$ cat src/rtl/sr_pq_ctrl.sv
// Front-end controller for the sr_pq shift-register priority queue array.
// Maps valid/ready enqueue/dequeue ports onto push/pop strobes and drains the array on flush.
package pq_pkg;
  parameter int KEY_W = 8;
  parameter int VAL_W = 8;

  typedef struct packed {
    logic [KEY_W-1:0] key;
    logic [VAL_W-1:0] val;
  } kv_t;

  // Empty stages hold the largest key so they always sort behind real entries.
  localparam kv_t KV_EMPTY = '{key: '1, val: '0};
endpackage

module sr_pq_ctrl
  import pq_pkg::*;
#(
  parameter int DEPTH = 8,
  parameter int CNT_W = $clog2(DEPTH + 1)
) (
  input  logic             clk,
  input  logic             rst,
  input  logic             enq_valid,
  input  kv_t              enq_kv,
  output logic             enq_ready,
  output logic             deq_valid,
  output kv_t              deq_kv,
  input  logic             deq_ready,
  input  logic             flush,
  output logic             flush_done,
  output logic [CNT_W-1:0] count,
  output logic [CNT_W-1:0] peak,
  output logic             full,
  output logic             empty,
  output logic             pq_push,
  output logic             pq_pop,
  output kv_t              pq_kvi,
  input  kv_t              pq_top
);

  localparam logic [CNT_W-1:0] DEPTH_C = CNT_W'(DEPTH);

  typedef enum logic {RUN, FLUSH} state_t;

  state_t           state_reg;
  logic [CNT_W-1:0] count_reg;
  logic [CNT_W-1:0] peak_reg;
  logic [CNT_W-1:0] count_next;
  logic             is_run;

  always_comb begin
    is_run     = (state_reg == RUN);
    full       = (count_reg == DEPTH_C);
    empty      = (count_reg == '0);
    deq_valid  = is_run & ~empty;
    deq_kv     = pq_top;
    // When full, a same-cycle pop frees the slot, hence the deq_ready term.
    enq_ready  = is_run & (~full | deq_ready);
    pq_push    = enq_valid & enq_ready;
    pq_pop     = is_run ? (deq_valid & deq_ready) : ~empty;
    pq_kvi     = enq_kv;
    flush_done = ~is_run & empty;
    count      = count_reg;
    peak       = peak_reg;

    count_next = count_reg;
    if (pq_push && !pq_pop) begin
      count_next = count_reg + CNT_W'(1);
    end else if (pq_pop && !pq_push) begin
      count_next = count_reg - CNT_W'(1);
    end
  end

  always_ff @(posedge clk or negedge rst) begin
    if (!rst) begin
      state_reg <= RUN;
      count_reg <= '0;
      peak_reg  <= '0;
    end else begin
      count_reg <= count_next;
      case (state_reg)
        RUN: begin
          if (flush) begin
            state_reg <= FLUSH;
          end
          if (count_next > peak_reg) begin
            peak_reg <= count_next;
          end
        end
        FLUSH: begin
          // Flush input is ignored here; completion returns to RUN and clears peak.
          if (empty) begin
            state_reg <= RUN;
            peak_reg  <= '0;
          end
        end
        default: state_reg <= RUN;
      endcase
    end
  end

endmodule

$ cat config.mk
export PLATFORM = sky130hd
export DESIGN_NAME = sr_pq_ctrl
export DESIGN_NICKNAME = d
export VERILOG_FILES = /design/src/rtl/sr_pq_ctrl.sv
export SDC_FILE = /design/constraint.sdc
export NUM_CORES = 1
export LEC_CHECK = 0
export BUFFER_PORTS_ARGS = -buffer_cell sky130_fd_sc_hd__buf_4
export CAP_MARGIN = 20
export CORE_MARGIN = 1.5
export CORE_UTILIZATION = 37
export CTS_BUF_LIST = sky130_fd_sc_hd__clkbuf_4 sky130_fd_sc_hd__clkbuf_8
export DETAILED_ROUTE_END_ITERATION = 8
export MAX_ROUTING_LAYER = met4
export PLACE_DENSITY = 0.88
export SYNTH_ARGS = -nofsm -noshare
export SYNTH_HDL_FRONTEND = slang
export SYNTH_SLANG_ARGS = --single-unit
$ cat constraint.sdc
create_clock -name clk -period 4.1 [get_ports clk]
set_clock_uncertainty 0.15 [all_clocks]
set_input_delay 0.41 -clock clk [delete_from_list [all_inputs] [get_ports clk]]
set_output_delay 0.41 -clock clk [all_outputs]
set_load 0.05 [all_outputs]
==> summary.json <==
{
  "outcome": "complete, no violations",
  "cts_buffer_depth": 2,
  "fin_tns_setup_ns": 0,
  "die_w_um": 51.7,
  "first_pass_grt_wire_length_um": 2440,
  "postCtsSetupRepairBufs": 0,
  "global_route.usage.met3_pct": 6.03,
  "cellPowerDensity_nw_per_um2": 1160,
  "ys.warnings.count": 0,
  "drcViolationCount": 0,
  "syn-mean-instance-area_sq_um": 9.22,
  "avgRoutedWirePerCell_um": 13.8,
  "cp.arrival_ns": 3.33,
  "fin_crit_ns": 3.33,
  "fin_crit_sh_pct": 81.2,
  "final-instance-count-excl-fill": 115,
  "totalWireLength_um": 1580,
  "clkLatencyLatePin_ns": 0.26,
  "die_h_um": 51.7,
  "gr-total-overflow": 0,
  "postRouteAntennaNets": 0,
  "timing.max_slew.rel_slack_pct": 65.1,
  "finalHoldViolCount": 0,
  "cts_buffers": 3,
  "h-tree-depth": 1,
  "antenna_violations_before_repair": 0,
  "vias_in_the_first_global_route": 530,
  "final-max-slew-violation-count": 0,
  "clk_pin_slew_ns": 0.06,
  "syn_to_final_growth_pct": -2.57,
  "worst_ir_drop_vdd_mv": 0.511,
  "worst-slew-pin-transition_ns": 0.524,
  "die-area_sq_um": 2670,
  "place_hpwl_um": 1310,
  "worst_path_most_repeated_cell": "sky130_fd_sc_hd__ha_1",
  "initial_utilization_pct": 39.2,
  "layout.filler_cells": 233,
  "placedCellCount": 110,
  "globalplace.congestion": 0.820,
  "cts_tree": "built",
  "io_pins": 84,
  "grt.total_usage_pct": 12.8,
  "maxCapViolCount": 0,
  "post_drt_via_cell_ratio": 4.95,
  "critPathRequiredTime_ns": 4.10,
  "area.sequential_sq_um": 225,
  "final-setup-viol-count": 0,
  "mappedNetlistArea_sq_um": 876,
  "maximum_number_of_pins_on_one_net_before_global_route_repair": 10,
  "fmax_ghz": 0.300,
  "criticalPathCategory": "reg -> reg",
  "syn-instance-count": 95,
  "core_region_area_sq_um": 2230,
  "worstSetupStartpointType": "flip-flop",
  "worst-path-max-fanout": 7,
  "fin_nets": 132,
  "cts.root.buffer_cell": "sky130_fd_sc_hd__clkbuf_4",
  "holdCritPathClass": "in -> reg",
  "drt_pass1_iterations": 3,
  "final_core_util_pct": 38.2,
  "unrepaired_setup_endpoints_after_global_routing": "false",
  "stdcell_area_sq_um": 853,
  "totalPowerFinal_mw": 0.993,
  "multi_input_comb_area_sq_um": 380,
  "drive_above_1_share_pct": 35.6,
  "synth_fp_nets": 139,
  "ys_seq_elements": 9,
  "met1_usage_pct": 14.8,
  "global_route.usage.met2_pct": 17.9,
  "via_count": 569,
  "timing.critical_path.slowest_stage_cell": "sky130_fd_sc_hd__or3b_4",
  "layout.cells.most_common": "sky130_fd_sc_hd__buf_4",
  "leakagePower_nw": 0.440,
  "cts_num_sinks": 9,
  "placement.io_buffers": 19,
  "layout_common_cells": "sky130_fd_sc_hd__buf_4 (19), sky130_fd_sc_hd__dfrtp_1 (9), sky130_fd_sc_hd__inv_1 (8), sky130_fd_sc_hd__nor2_1 (7), sky130_fd_sc_hd__ha_1 (7)",
  "yosysSeqAreaShare_pct": 25.7,
  "type_of_element_capturing_the_critical_path": "flip-flop",
  "critical-path-max-stage-delay_ns": 0.44,
  "grt-busiest-layer": "met2",
  "row_count": 17,
  "dpl-instance-area_sq_um": 813,
  "dr.first_iter.drc_count": 1,
  "timing.critical_path.cells": "inv_1 > ha_1 > nor3b_2 > or3b_4 > o2bb2ai_2 > xor2_1 > ha_1 > a41o_2 > a21oi_1 > nor3_1 > a21o_1",
  "ys_types": 27,
  "n_antenna_cell": 0
}
-- cells by family after synthesis --
| kind of cell | Yosys count | synth area share, % |
|---|---|---|
| buffers and inverters | 40 | 30.9 |
| AND/OR/NAND/NOR | 22 | 14.9 |
| AO/OA/AOI/OAI | 12 | 13.4 |
| flip-flops | 9 | 25.7 |
| adder cells (fa/ha/maj) | 7 | 10.0 |
| XOR/XNOR | 4 | 4.00 |
| multiplexers | 1 | 1.14 |
-- area by class of cell --
class / count / area share (%)
sequential: 9 / 26.4
tap: 28 / 4.11
timing repair buffer: 20 / 17.9
clock buffer: 4 / 3.52
inverter: 8 / 3.52
multi-input combinational: 46 / 44.6
-- power by group --
part | total, mW | switching [mW] | internal, mW
clock | 0.0751 | 0.0310 | 0.0441
sequential | 0.184 | 0.0506 | 0.133
combinational | 0.734 | 0.466 | 0.268
-- cell usage after synthesis, drive strengths merged --
library cell	count	area [sq um]
nand2b	1	6.26
mux2i	1	10.0
a41o	1	11.3
and3b	1	8.76
a2bb2oi	1	15.0
or3b	1	11.3
or3	1	6.26
dfrtp	9	225
nor3	3	15.0
a211oi	1	20.0
xnor2	3	26.3
inv	8	30.0
ha	7	87.6
and3	1	6.26
nand2	3	13.8
xor2	1	8.76
or2b	1	11.3
nor2	7	26.3
o211ai	2	15.0
a21oi	2	10.0
nor3b	1	12.5
buf	32	240
nor2b	2	12.5
o2bb2ai	1	15.0
a21o	3	22.5
a211o	1	8.76
-- worst max-delay path: cells and delay by family, from the launching register on --
kind	cells	cell delay (ns)
buffers and inverters	1	0.11
AND/OR/NAND/NOR	3	0.72
adder cells (fa/ha/maj)	2	0.55
flip-flops	1	0.39
AO/OA/AOI/OAI	4	1.02
XOR/XNOR	1	0.29
-- metal layers --
metal	share of wire, %	up-vias
met3	11	12
met5	0	-
li1	-	262
met4	3.2	0
met2	45	33
met1	41	262
-- per-stage QoR --
step	worst slack [ns]	hold WS (ns)
after detailed placement	0.790	0.0935
after global placement	0.900	0.0855
after floorplan	0.0897	-0.0356
after global routing	0.565	0.231
final	0.771	0.209
after CTS	0.769	0.207
-- worst paths after layout --
| path | endpoint | depth (start not counted) | from | slack, ns |
|---|---|---|---|---|
| hold / removal | state_reg | 3 | flush | 0.21 |
| setup reg to reg | peak[3] | 11 | count[0] | 0.77 |
| max in group asynchronous | count[0] | 2 | rst | 3.31 |
| setup / recovery | peak[3] | 11 | count[0] | 0.77 |
| min in group asynchronous | count[3] | 2 | rst | 0.35 |
| hold reg to reg | peak[0] | 2 | peak[0] | 0.41 |
-- repair_timing --
item,CTS,global route
hold endpoints to repair,9,0
gates resized for setup,0,0
hold buffers,1,0
Power figures use the tool's default switching activity.
